<file path="src/rtl/data_shifter_left.sv">
`default_nettype none
// ============================================================================
//  Module   : data_shifter_left
//  Purpose  : Small synchronous FIFO between the 16-bit processing path and
//             the 24-bit codec writer. Each stored sample is sign-extended to
//             24 bits and shifted left by SHIFT bits on the way out. The low
//             SHIFT bits are zero.
//  Revision : 1.0  initial release
// ----------------------------------------------------------------------------
//  Parameters
//    DEPTH     : FIFO entry count (power of two, 2..16)
//    SHIFT     : left-shift amount applied on output (0..8)
//  Ports
//    clk       : in   single clock, all state on the rising edge
//    rst_n     : in   asynchronous active-low reset
//    enn       : in   block enable; low on an edge flushes the FIFO
//    data_in   : in   [15:0] signed input sample
//    in_valid  : in   data_in is valid
//    in_ready  : out  block accepts data_in this cycle
//    data_out  : out  [23:0] signed expanded head sample (zero when invalid)
//    out_valid : out  data_out is valid
//    out_ready : in   downstream consumes data_out this cycle
//    count     : out  [clog2(DEPTH):0] current FIFO occupancy
// ============================================================================
module data_shifter_left #(
  parameter int DEPTH = 4,
  parameter int SHIFT = 8
) (
  input  logic                     clk,
  input  logic                     rst_n,
  input  logic                     enn,
  input  logic [15:0]              data_in,
  input  logic                     in_valid,
  output logic                     in_ready,
  output logic [23:0]              data_out,
  output logic                     out_valid,
  input  logic                     out_ready,
  output logic [$clog2(DEPTH):0]   count
);

  localparam int                   c_PTR_W = $clog2(DEPTH);
  localparam int                   c_CNT_W = c_PTR_W + 1;
  localparam logic [c_CNT_W-1:0]   c_DEPTH = c_CNT_W'(DEPTH);
  localparam logic [c_CNT_W-1:0]   c_ONE   = c_CNT_W'(1);
  localparam logic [c_PTR_W-1:0]   c_PTR_1 = c_PTR_W'(1);

  // Storage array: contents are never reset; they are only observable through
  // data_out, which is forced to zero whenever out_valid is low.
  logic [15:0]              r_mem [DEPTH];

  logic [c_PTR_W-1:0]       r_wr_ptr;
  logic [c_PTR_W-1:0]       r_rd_ptr;
  logic [c_CNT_W-1:0]       r_count;

  logic                     w_in_ready;
  logic                     w_out_valid;
  logic                     w_push;
  logic                     w_pop;
  logic [15:0]              w_head;
  logic [23:0]              w_head_ext;
  logic [23:0]              w_head_shifted;

  // --------------------------------------------------------------------------
  // Handshake decode. Both flags depend only on registered occupancy and the
  // enable, never on the opposite handshake, so a full FIFO refuses a push
  // even when a pop happens in the same cycle. rst_n gates in_ready so the
  // block reads as not-ready while held in reset, yet the first edge after
  // release can already accept a sample.
  // --------------------------------------------------------------------------
  assign w_in_ready  = rst_n && enn && (r_count < c_DEPTH);
  assign w_out_valid = enn && (r_count != '0);

  assign w_push = in_valid && w_in_ready;
  assign w_pop  = w_out_valid && out_ready;

  // --------------------------------------------------------------------------
  // Output formatting: sign-extend the head to 24 bits, then shift left.
  // With SHIFT <= 8 the 16-bit sample plus shift always fits in 24 bits, so
  // the sign bit lands in bit 23 and the value is preserved exactly.
  // --------------------------------------------------------------------------
  assign w_head         = r_mem[r_rd_ptr];
  assign w_head_ext     = {{8{w_head[15]}}, w_head};
  assign w_head_shifted = w_head_ext << SHIFT;

  assign in_ready  = w_in_ready;
  assign out_valid = w_out_valid;
  assign data_out  = w_out_valid ? w_head_shifted : 24'h000000;
  assign count     = r_count;

  // --------------------------------------------------------------------------
  // Storage write. Pointers are exactly clog2(DEPTH) bits wide and DEPTH is a
  // power of two, so increments wrap modulo DEPTH without extra logic.
  // --------------------------------------------------------------------------
  always_ff @(posedge clk) begin
    if (w_push) begin
      r_mem[r_wr_ptr] <= data_in;
    end
  end

  // --------------------------------------------------------------------------
  // Pointer and occupancy state. A low enable on an edge flushes the FIFO;
  // push and pop are already suppressed in that cycle by the handshake
  // decode, so the flush branch only has to clear the state.
  // --------------------------------------------------------------------------
  always_ff @(posedge clk or negedge rst_n) begin
    if (!rst_n) begin
      r_wr_ptr <= '0;
      r_rd_ptr <= '0;
      r_count  <= '0;
    end else if (!enn) begin
      r_wr_ptr <= '0;
      r_rd_ptr <= '0;
      r_count  <= '0;
    end else begin
      if (w_push) begin
        r_wr_ptr <= r_wr_ptr + c_PTR_1;
      end
      if (w_pop) begin
        r_rd_ptr <= r_rd_ptr + c_PTR_1;
      end
      // Simultaneous push and pop leaves occupancy unchanged. Push is only
      // possible below DEPTH and pop only above zero, so the counter cannot
      // overflow or underflow.
      unique case ({w_push, w_pop})
        2'b10:   r_count <= r_count + c_ONE;
        2'b01:   r_count <= r_count - c_ONE;
        default: r_count <= r_count;
      endcase
    end
  end

endmodule
`default_nettype wire

</file>
<file path="config.mk">
export PLATFORM = sky130hd
export DESIGN_NAME = data_shifter_left
export DESIGN_NICKNAME = d
export VERILOG_FILES = /design/src/rtl/data_shifter_left.sv
export SDC_FILE = /design/constraint.sdc
export NUM_CORES = 1
export LEC_CHECK = 0
export ABC_AREA = 1
export BUFFER_PORTS_ARGS = -buffer_cell sky130_fd_sc_hd__buf_2
export CORE_MARGIN = 2
export CORE_UTILIZATION = 53
export DETAILED_ROUTE_END_ITERATION = 10
export GPL_ROUTABILITY_DRIVEN = 0
export GPL_TIMING_DRIVEN = 1
export PLACE_DENSITY = 0.73
export SLEW_MARGIN = 20
export SYNTH_ARGS = -nofsm -noshare
export SYNTH_HDL_FRONTEND = slang
export SYNTH_SLANG_ARGS = --single-unit
</file>
<file path="constraint.sdc">
create_clock -name clk -period 5.8 [get_ports clk]
set_clock_uncertainty 0.05 [all_clocks]
set_input_delay 0.58 -clock clk [delete_from_list [all_inputs] [get_ports clk]]
set_output_delay 0.58 -clock clk [all_outputs]
set_load 0.01 [all_outputs]
</file>
==> impl_summary.txt <==
----------------------------------------------------
[Yosys]
  Synthesized flop and latch total ... 71
  Fraction of registers with async set/reset ... 9.86%
  Mean instance size in the synthesized netlist ... 11.6 um2
  Proportion of netlist area held by the largest area contributor ... 62.7%
  Most instantiated cells after synthesis ... sky130_fd_sc_hd__nor2_1 (70), sky130_fd_sc_hd__edfxtp_1 (64), sky130_fd_sc_hd__o21ai_0 (36), sky130_fd_sc_hd__a21oi_1 (19), sky130_fd_sc_hd__nand2_1 (13)
  Number of instances in the synthesized netlist ... 265
  Most frequent cell after synthesis ... sky130_fd_sc_hd__nor2_1
  Count of different cell masters after synthesis ... 24
  Most instantiated flip-flop cell in the synthesis netlist ... sky130_fd_sc_hd__edfxtp_1
  Share of synthesized area occupied by flip-flops and latches ... 68.4%
  Warnings from Yosys ... 0
  Post-Synth XOR/XNOR Area ... 0%
  Count of flip-flops with a built-in enable after synthesis ... 64
  Largest area contributor in the synthesized netlist ... sky130_fd_sc_hd__edfxtp_1
  Top cells by area, synth ... sky130_fd_sc_hd__edfxtp_1 (63%), sky130_fd_sc_hd__nor2_1 (8.6%), sky130_fd_sc_hd__o21ai_0 (5.9%)
  Largest family of logic cells by synthesized area ... simple AND/OR/NAND/NOR gates
  Proportion of synthesized area in mux cells ... 0%
  Compound-cell area share of the yosys netlist ... 9.14%
  Fraction of the mapped netlist area in simple logic gates ... 13.9%
  Fraction of the mapped netlist area in adder cells ... 2.28%
  Post-Synthesis Cell Area ... 0.00307 mm2

[Layout]
  Diode count ... 0
  Multi-input gate area ... 806 um2
  Sequential cell area in the final layout ... 0.00210 mm2
  Share of layout cells above drive strength 1 ... 22.4%
  Layout net count ... 334
  Final instance count without filler cells ... 385
  Area added between synthesis and finish ... 13.8%
  Fill cell instance count of the final layout ... 445

[STA]
  Measured slew at the worst slew-check pin ... 0.839 ns
  Maximum operating frequency ... 338 MHz
  Post-layout min period ... 2.96 ns
  Crit share post-route ... 51.0%
  Max-Slew Margin vs Limit ... 44.0%
  Total count of hold-check failures in the final report ... 0
  Worst hold slack across all endpoints ... 0.0257 ns
  Aggregate negative setup slack ... 0 ns
  Unrepaired setup endpoints after global routing ... false
  Pins Over Slew Limit ... 0
  Finish-stage setup viols ... 0

[Drt]
  Remaining antenna violation count after routing ... 0
  Starting DRT DRC Count ... 146
  DRC violations left ... 0
  Total number of vias ... 1970
  Vias/cell ... 5.12
  DR pass1 iterations ... 4
  Wire length per cell after detailed routing ... 14.6 um
  DRT Wirelength ... 5620 um

[Die]
  Num ports ... 50
  Area of the die ... 0.00641 mm2
  Placement Rows ... 27
  Die extent in y ... 80.1 um
  Core area ... 0.00554 mm2
  Starting density of the core ... 55.4%
  Die width ... 80.1 um

[Clock network]
  Clock network latency to the later pin of the worst-skew pair ... 0.35 ns
  Quantity of gates resized following cts ... 0
  Number of setup buffers added after CTS ... 0
  Clock transition time at the flip-flop clock pins of the worst setup and hold paths ... 0.07 ns
  Number of clock sinks seen by CTS ... 71
  Root Buffer Master ... sky130_fd_sc_hd__clkbuf_8
  Clock tree from TritonCTS ... yes
  Buffer levels on the longest clock path ... 2
  CTS H-tree lvls ... 3
  # hold bufs at CTS ... 0
  TritonCTS Buffers ... 9

[Run status]
  Status ... complete, no violations

[Worst setup path]
  Dominant delay contributor by cell family on the critical path ... buffers and inverters
  Critical Setup Path Class ... flop to primary output
  Required time at the worst-slack endpoint ... 5.17 ns
  Worst Path Max Fanout ... 36
  Kind of start point of the critical path ... flop
  Library cell contributing the largest single delay on the critical path ... sky130_fd_sc_hd__inv_1
  Endpoint class of the critical path ... primary output
  WP buf/inv ... 2
  Ordered list of cells on the worst path ... inv_1 -> o21ai_0 -> a21oi_1 -> buf_2
  Worst Path Arrival ... 2.33 ns
  Largest stage delay on the critical path ... 0.72 ns

[Global route]
  Number of global-route vias before repair ... 1855
  Initial antenna violation count ... 0
  Leftover overflow at the end of global routing ... 0
  First-pass GRT wire length ... 8740 um
  Tot GR Track Use ... 18.9%
  Pin count of the biggest net entering global routing ... 37

[Job]
  Number of maximum-capacitance violations ... 0

[Placed design]
  Sum of net half-perimeters after detailed placement ... 3450 um
  Cell count after placement ... 369
  I/O Buffers ... 41

[Hold path]
  Type of the tightest min-delay check ... input pin to async pin

[Power]
  Peak supply drop ... 0.248 mV
  Total power consumption of the routed design ... 1.38 mW
  Pwr dens ... 397 mW/mm2
  LEAKAGE ... 1.36 nW

----------------------------------------------------
placed cells by master (no fill, tap or decap), drive strengths merged:
| master | instances |
|---|---|
| nor2 | 72 |
| buf | 45 |
| conb | 8 |
| clkbuf | 9 |
| nand3 | 8 |
| clkinv | 3 |
| dfrtp | 7 |
| inv | 17 |
| nand2 | 14 |
| bufinv | 1 |
| a21oi | 19 |
| o21ai | 37 |
| edfxtp | 64 |
| fa | 1 |
| nand4 | 2 |
| clkinvlp | 2 |
| ha | 4 |
area by class of cell:
type | instances | area share (%)
timing repair buffer | 45 | 6.74
clock inverter | 7 | 2.04
clock buffer | 9 | 3.55
inverter | 16 | 1.86
multi-input combinational | 165 | 23.1
tap | 72 | 2.58
sequential | 71 | 60.1
through the flow:
stage,utilization [%],worst slack [ns],instance area (um2)
3_3_place_gp,59.4,2.76,3290
6_report,63.0,2.84,3490
4_1_cts,63.0,2.31,3490
5_1_grt,63.0,2.60,3490
3_5_place_dp,59.4,2.68,3290
2_1_floorplan,-,3.76,3090
metal layers:
layer	track usage (%)	part of all wire, %
met1	24.0	45
met2	29.9	48
met4	9.66	2.0
met3	5.06	4.9
met5	0	0
worst paths after layout:
kind                                end         from  depth (start not counted)  slack (ns)
hold reg to reg                count[2]     count[2]                          2        0.54
min in group clk            r_mem[0][1]   data_in[1]                          1        0.39
setup / recovery           data_out[22]  r_rd_ptr[0]                          4        2.84
hold / removal                 count[1]        rst_n                          1        0.03
setup reg to reg           r_mem[1][14]     count[2]                          4        3.76
max in group asynchronous   r_rd_ptr[0]        rst_n                          1        5.47
cells by family after synthesis:
| family | after synthesis |
|---|---|
| adder cells (fa/ha/maj) | 5 |
| flip-flops | 71 |
| other | 1 |
| buffers and inverters | 36 |
| AND/OR/NAND/NOR | 96 |
| AO/OA/AOI/OAI | 56 |
power by group:
part / internal [mW] / switching, mW / total, mW
Combinational: 0.129 / 0.224 / 0.353
Sequential: 0.582 / 0.0614 / 0.644
Clock: 0.198 / 0.190 / 0.388
Total: 0.909 / 0.475 / 1.38
flip-flops by register name (all words and copies together), names as in the netlist:
register	count
count	3
r_mem	64
r_rd_ptr	2
r_wr_ptr	2
Note: power is estimated with default switching activity, not from simulation.
